==> src/rtl/led_pattern_gen.sv <==
// led_pattern_gen: LED pattern generator for board bring-up.
// A power-of-two prescaler paces four patterns (binary, Gray, scanner, bar)
// with a pause control. Define LED_PATTERN_PWM_EN to add a global PWM
// brightness stage and the bright input.
module led_pattern_gen #(
  parameter int WIDTH     = 8,
  parameter int LOG2DELAY = 22,
  parameter int PWM_BITS  = 4
) (
  input  logic                clk,
  input  logic                resetn,
  input  logic [1:0]          mode,
  input  logic                pause,
`ifdef LED_PATTERN_PWM_EN
  input  logic [PWM_BITS-1:0] bright,
`endif
  output logic [WIDTH-1:0]    leds,
  output logic                tick
);

  localparam int PW = $clog2(WIDTH + 1);
  localparam logic [PW-1:0] SCAN_END = PW'(WIDTH - 1);
  localparam logic [PW-1:0] BAR_END  = PW'(WIDTH);

  typedef enum logic [1:0] {M_BIN, M_GRAY, M_SCAN, M_BAR} mode_e;

  logic [LOG2DELAY-1:0] pre;
  logic                 step;
  mode_e                mode_q, mode_n;
  logic [WIDTH-1:0]     cnt, cnt_n;
  logic [PW-1:0]        pos, pos_n;
  logic                 dir, dir_n;   // 0 = up, 1 = down
  logic [WIDTH-1:0]     pat, pat_n;
  logic [WIDTH-1:0]     onehot_n, bar_n;

  // A step fires when the prescaler is about to wrap and nothing holds it.
  assign step = !pause && (&pre);

  // Prescaler: frozen by pause, wraps naturally at all-ones.
  always_ff @(posedge clk or negedge resetn) begin
    if (!resetn)    pre <= '0;
    else if (!pause) pre <= pre + 1'b1;
  end

  // Next pattern state: a mode change reloads the start value, otherwise advance.
  always_comb begin
    mode_n = mode_q;
    cnt_n  = cnt;
    pos_n  = pos;
    dir_n  = dir;
    if (mode_e'(mode) != mode_q) begin
      mode_n = mode_e'(mode);
      cnt_n  = '0;
      pos_n  = '0;
      dir_n  = 1'b0;
    end else begin
      case (mode_q)
        M_BIN, M_GRAY: cnt_n = cnt + 1'b1;
        M_SCAN: begin
          if (!dir) begin
            if (pos == SCAN_END) begin dir_n = 1'b1; pos_n = pos - 1'b1; end
            else                         pos_n = pos + 1'b1;
          end else begin
            if (pos == '0) begin dir_n = 1'b0; pos_n = pos + 1'b1; end
            else                   pos_n = pos - 1'b1;
          end
        end
        default: begin
          if (!dir) begin
            if (pos == BAR_END) begin dir_n = 1'b1; pos_n = pos - 1'b1; end
            else                        pos_n = pos + 1'b1;
          end else begin
            if (pos == '0) begin dir_n = 1'b0; pos_n = pos + 1'b1; end
            else                   pos_n = pos - 1'b1;
          end
        end
      endcase
    end
  end

  // Per-LED decode of the next position into one-hot and thermometer forms.
  for (genvar i = 0; i < WIDTH; i++) begin : g_dec
    assign onehot_n[i] = (pos_n == PW'(i));
    assign bar_n[i]    = (PW'(i) < pos_n);
  end

  // Pattern select on the next mode so the register holds the final LED image.
  always_comb begin
    pat_n = '0;
    case (mode_n)
      M_BIN:   pat_n = cnt_n;
      M_GRAY:  pat_n = cnt_n ^ (cnt_n >> 1);
      M_SCAN:  pat_n = onehot_n;
      default: pat_n = bar_n;
    endcase
  end

  // Pattern state and registered outputs, updated only on steps.
  always_ff @(posedge clk or negedge resetn) begin
    if (!resetn) begin
      mode_q <= M_BIN;
      cnt    <= '0;
      pos    <= '0;
      dir    <= 1'b0;
      pat    <= '0;
      tick   <= 1'b0;
    end else begin
      tick <= step;
      if (step) begin
        mode_q <= mode_n;
        cnt    <= cnt_n;
        pos    <= pos_n;
        dir    <= dir_n;
        pat    <= pat_n;
      end
    end
  end

`ifdef LED_PATTERN_PWM_EN
  logic [PWM_BITS-1:0] pwm;
  logic                pwm_on;

  // Free-running PWM ramp and registered duty-cycle enable; pause has no effect.
  always_ff @(posedge clk or negedge resetn) begin
    if (!resetn) begin
      pwm    <= '0;
      pwm_on <= 1'b0;
    end else begin
      pwm    <= pwm + 1'b1;
      pwm_on <= (&bright) || (pwm < bright);
    end
  end

  assign leds = pat & {WIDTH{pwm_on}};
`else
  assign leds = pat;
`endif

endmodule
==> config.mk <==
export PLATFORM = sky130hd
export DESIGN_NAME = led_pattern_gen
export DESIGN_NICKNAME = d
export VERILOG_FILES = /design/src/rtl/led_pattern_gen.sv
export SDC_FILE = /design/constraint.sdc
export NUM_CORES = 1
export LEC_CHECK = 0
export ABC_AREA = 1
export BUFFER_PORTS_ARGS = -buffer_cell sky130_fd_sc_hd__buf_2
export CAP_MARGIN = 20
export CELL_PAD_IN_SITES_DETAIL_PLACEMENT = 0
export CELL_PAD_IN_SITES_GLOBAL_PLACEMENT = 1
export CORE_ASPECT_RATIO = 0.8
export CORE_MARGIN = 3
export CORE_UTILIZATION = 40
export CTS_BUF_LIST = sky130_fd_sc_hd__clkbuf_4
export DETAILED_ROUTE_END_ITERATION = 7
export GPL_ROUTABILITY_DRIVEN = 0
export PLACE_DENSITY = 0.8
export SETUP_SLACK_MARGIN = 0.2
export SYNTH_ARGS = -nofsm -noshare
export SYNTH_HDL_FRONTEND = slang
export SYNTH_SLANG_ARGS = --single-unit
==> constraint.sdc <==
create_clock -name clk -period 1.6 [get_ports clk]
set_input_delay 0.08 -clock clk [delete_from_list [all_inputs] [get_ports clk]]
set_output_delay 0.08 -clock clk [all_outputs]
set_load 0.05 [all_outputs]
Word-level counts from Yosys, hierarchy flattened. Cells that the tools add are included.

Register bits after elaboration: 46.

$add $sub $neg: 4. $lt $le $gt $ge: 8. Equality and inequality tests: 15. Mux-type cells: 18. Bitwise gates (word level): 1. Reduce and logical (&&, ||, !) cells: 9.

Operators with widths (count): $mux 4 (6); $pmux 8 s3 (1); $add 22x1->22 const B (1); $reduce_and 22->1 (1); $eq 4x3->1 const B (5); $lt 3x4->1 const A (4); $mux 8 (2); $add 8x1->8 const B (1); $eq 4x2->1 const B (2); $logic_not 4->1 (2); $lt 1x4->1 const A (2); $lt 2x4->1 const A (2); $pmux 4 s2 (1); $xor 8x7->8 (1); $mux 1 (6); $add 4x1->4 const B (1); $eq 2x1->1 const B (2); $eq 2x2->1 const B (2); $eq 4x1->1 const B (1); $eq 4x4->1 const B (1); $logic_not 2->1 (2); $sub 4x1->4 const B (1); $mux 2 (1); $ne 2x2->1 (1); 6 further kinds (6).

Logic depth before layout (Yosys ltp).
Depth in word-level cells: 7. Depth in mapped cells: 16. Gate-level depth less buffers: 16.

Least setup slack after synthesis. OpenSTA, ideal clock, no wires.

Path kind: register to register. From: reg pre[0]. To: reg pat[7] (netlist: leds[7]). Arrival: 1.632 ns. Slack: -0.147 ns. Cell stages (with the launch flop): 12. Buffers on the path: 1. Period minus slack after synthesis: 1.747 ns. Cell sequence: dfrtp_1 > ha_1 > nand3_2 > nor2_8 > nand2_4 > nor2_4 > nand2_2 > nor3_4 > buf_6 > nand2_2 > o21ai_2 > inv_2.

Longest elaborated chain between the ends: 2.

RTL lines: from (decl) (RTL line 27) `logic [LOG2DELAY-1:0] pre;`; from (signal assigned) (RTL line 42) `else if (!pause) pre <= pre + 1'b1;`; $reduce_and 22->1 (RTL line 37) `assign step = !pause && (&pre);`; $logic_and 1x1->1 (RTL line 37); to (signal assigned) (RTL line 114) `pat <= pat_n;`; to (decl) (RTL line 33) `logic [WIDTH-1:0] pat, pat_n;`.

No other way between the ends. A chain may end at the register's enable or synchronous reset.

Worst setup path after layout.
From: reg pos[0]. To: reg pos[3].

Longest elaborated chain between the ends: 5. Elaborated cells on any way between the ends: 12.

RTL lines: from (decl) (RTL line 31) `logic [PW-1:0] pos, pos_n;`; from (signal assigned) (RTL line 112) `pos <= pos_n;`; $add 4x1->4, or another cell as far along; $mux 4, on equally long branches; $mux 4, on equally long branches (RTL line 69, 60); $pmux 4 s2 * (RTL line 57) `case (mode_q)`; $mux 4 * (RTL line 51) `if (mode_e'(mode) != mode_q) begin`.

Every way passes the cells marked *; elsewhere a longest branch is shown, timed or not.

==> results by group <==
Outcome
  – Run status: finished, violations left
  – Failing checks: setup timing

GRT
  – GR Overflow Total: 0
  – Largest net degree at the start of global routing: 28
  – GRT Overall Usage: 0.204
  – First-pass GRT wire length: 13,900 microns
  – Vias in the first global route: 2,869
  – Initial antenna violation count: 0

Synthesis
  – Synth Area in Compound Gates: 0.0676
  – Synth cell types: 41
  – Number of synthesized flops with an enable pin: 0
  – Synthesized-area fraction occupied by adder cells: 0.0167
  – Net Count, Synth: 416
  – Synth Warn #: 0
  – Main flop type after synthesis: dfrtp_1
  – Xor and xnor area share after synthesis: 0.0701
  – Largest family of logic cells by synthesized area: simple AND/OR/NAND/NOR gates
  – Mux contribution to synthesized area: 0.00334
  – Cell taking the most area after synthesis: dfrtp_1
  – Asr flop ratio synth: 1.00
  – Post-Syn Instances: 407
  – Sequential area share after synthesis: 0.384
  – Simple-gate share of the synthesized area: 0.377
  – Share of the synthesized area in the top cell type: 0.384
  – Synth Register Bits: 46
  – Synth area leaders: dfrtp_1 (38%), nand2_1 (14%), nand3_1 (7.3%), inv_1 (5.8%), nor2_1 (5.3%)
  – Syn Std Cell Area: 3000 sq um
  – Syn avg cell area: 7.37 sq um

Drt
  – Via density: 4.99
  – DR pass1 iterations: 4
  – Vias post-DR: 3,100
  – Avg WL per Cell: 14.5 microns
  – Drt total wl: 8980 microns
  – Post-DRT Antenna Nets: 0
  – DRC: 0
  – Drt initial violations: 189

STA
  – Final WS setup: -0.257 ns
  – Final Cycle Share: 1.16
  – Max-slew violations: 0
  – Min Tclk post-route: 1.86 ns
  – Relative slew slack: 0.621
  – Skew final: 0.0178 ns
  – Fin. Hold Viols: 0
  – Worst Tran Pin Value: 0.565 ns
  – Fin Hold WS: 0.166 ns
  – Setup violations, final: 32
  – RSZ-0062 raised after global routing: yes
  – Max Freq: 538 MHz

Worst setup path
  – Crit path kind: register to register
  – Slowest CP cell: dfrtp_1
  – Largest fanout on the critical path: 5
  – Startpoint types: register
  – Crit path DAT: 2.16 ns
  – CP Cell Sequence: inv_2 > ha_4 > nand2_2 > nand2_2 > buf_4 > nand3_4 > nand2_4 > nand2_2 > nand3_4 > buf_4 > buf_6 > buf_6 > o21ai_1
  – Crit path buf inv count: 5
  – Crit path launch: pos[0]$_DFFE_PN0P_
  – Crit path top cell by count: nand2_2
  – Crit path capture type: register
  – Max incr delay on CP: 0.43 ns
  – R2R Setup Slk: -0.26 ns
  – Worst r2r src: pos[0]$_DFFE_PN0P_
  – Worst EP required: 1.90 ns
  – Delay-heaviest family, CP: buffers and inverters

Power
  – Combinational power share: 0.227
  – Sequential Power Share: 0.494
  – Int Power: 1920 uW
  – PwrDens: 601 nW/um^2
  – Maximum VDD drop: 0.415 mV
  – NetSw: 826 uW
  – Static leakage: 0.00237 uW
  – Sw frac: 0.301
  – Clock Power Share: 0.279

Placement
  – HPWL after DPL: 5820 microns
  – Count of port buffers added during placement: 13

Clocking
  – CTS tree: yes
  – H-tree lvl count: 2
  – Clk buf depth: 2
  – Root Driver: clkbuf_4
  – Worst-path clk slew: 0.16 ns
  – CTS Sinks: 46
  – Clk Latency, worst-skew pair: 0.38 ns
  – CTS buffer count: 5

Final layout
  – Number of fill cells: 594
  – Most common cell after layout, fill and taps aside: buf_4
  – Final core occ: 0.645
  – Ant. Diodes: 0
  – Ratio of cells with drive above 1 in the final layout: 0.418
  – Nets: 542
  – Most frequent cells in the layout: buf_4 (93), nand2_1 (87), dfrtp_1 (45)
  – Layout area overhead: 52.5%

Floorplanning
  – Starting density of the core: 0.423
  – I/O Pins: 14
  – Die Height: 83.5 microns
  – Core Area: 7090 sq um
  – Die width: 103 microns
  – Full die area: 8580 sq um
  – Row Count: 27

Run
  – MaxCap Viol Count: 0

Min path
  – Hold_sp: mode[1]
  – Hold Path Class: input pin to register
-- worst min-delay path: stages --
cell and delay [ns]:
buf_2 0.14, clkinv_1 0.06, buf_4 0.16, o21ai_1 0.08
-- power by group through the flow --
stage / Clock, uW / Combinational [uW] / Sequential, uW
3_5_place_dp: 0 / 486 / 1370
2_1_floorplan: 0 / 211 / 1380
5_1_grt: 835 / 685 / 1370
4_1_cts: 773 / 521 / 1350
6_report: 765 / 624 / 1360
3_3_place_gp: 0 / 472 / 1370
-- cell type report --
class	instances	area, sq um	area share
Clock buffer	5	37.5	0.00820
Timing Repair Buffer	124	1020	0.224
Sequential cell	46	1150	0.252
Multi-Input combinational cell	303	2010	0.439
Clock inverter	3	43.8	0.00957
Inverter	53	201	0.0440
Tap cell	87	109	0.0238
-- final timing paths --
check                                              to  cells past startpoint
min in group asynchronous         pre[18]$_DFFE_PN0N_                      2
worst min register to register    pre[19]$_DFFE_PN0N_                      1
max in group asynchronous         leds[5]$_DFFE_PN0P_                      3
worst min-delay path            mode_q[1]$_DFFE_PN0P_                      4
worst max register to register     pos[3]$_DFFE_PN0P_                     13
worst max-delay path               pos[3]$_DFFE_PN0P_                     13
-- metal layers --
| layer | vias up | GRT usage | wire length (microns) |
|---|---|---|---|
| li1 | 1553 | - | - |
| met1 | 1463 | 0.311 | 4330 |
| met2 | 72 | 0.300 | 4160 |
| met3 | 12 | 0.0301 | 391 |
| met4 | 0 | 0.0529 | 99 |
| met5 | - | 0 | 0 |
-- cells by family (layout without fill, tap and decap cells) --
family / count (synthesis) / in the layout
compound gates: 37 / 37
xor+xnor: 24 / 24
fa+ha+maj: 4 / 4
buf+inv: 59 / 185
flops: 46 / 46
mux: 1 / 1
simple gates: 236 / 237
-- metrics by stage --
| step | setup TNS (ns) | power, uW | setup WS [ns] | cell area [sq um] | instances |
|---|---|---|---|---|---|
| finish | -5.88 | 2750 | -0.257 | 4580 | 621 |
| detailed placement | -3.31 | 1860 | -0.317 | 3850 | 585 |
| global placement | -2.48 | 1840 | -0.278 | 3850 | 585 |
| CTS | -3.29 | 2640 | -0.214 | 4330 | 614 |
| global route | -8.96 | 2890 | -0.374 | 4580 | 621 |
| floorplan | -0.559 | 1590 | -0.0952 | 3080 | 407 |
-- Yosys cell counts, types with 2 or more instances --
cell     number
dfrtp_1      46
or2_1         3
xor2_1       12
nand3_1      44
nand2_2       3
nand3_2       4
nor3_4        3
buf_2         2
xnor2_1      12
nor2_4        2
or2_2         4
ha_1          4
nor2_1       42
nor3_1        3
o21ai_0      20
buf_6         2
a21oi_1      10
nand2_1     113
inv_1        46
nand4_1       6
inv_2         5
nand4_2       2
-- what timing repair did --
action / 4_1_cts / 5_1_grt
hold buffers: 3 / 0
resized for setup: 57 / 39
cloned: 2 / 3
buffers inserted: 16 / 4
setup endpoints to repair: 33 / 36
hold endpoints to repair: 24 / 0
pin swaps: 32 / 18
-- registers in the layout, indices dropped and copies added (netlist names) --
register and count:
pre 22, dir 1, pos 4, mode_q 2
tick 1, leds 8, cnt 8
Power figures use the tool's default switching activity.
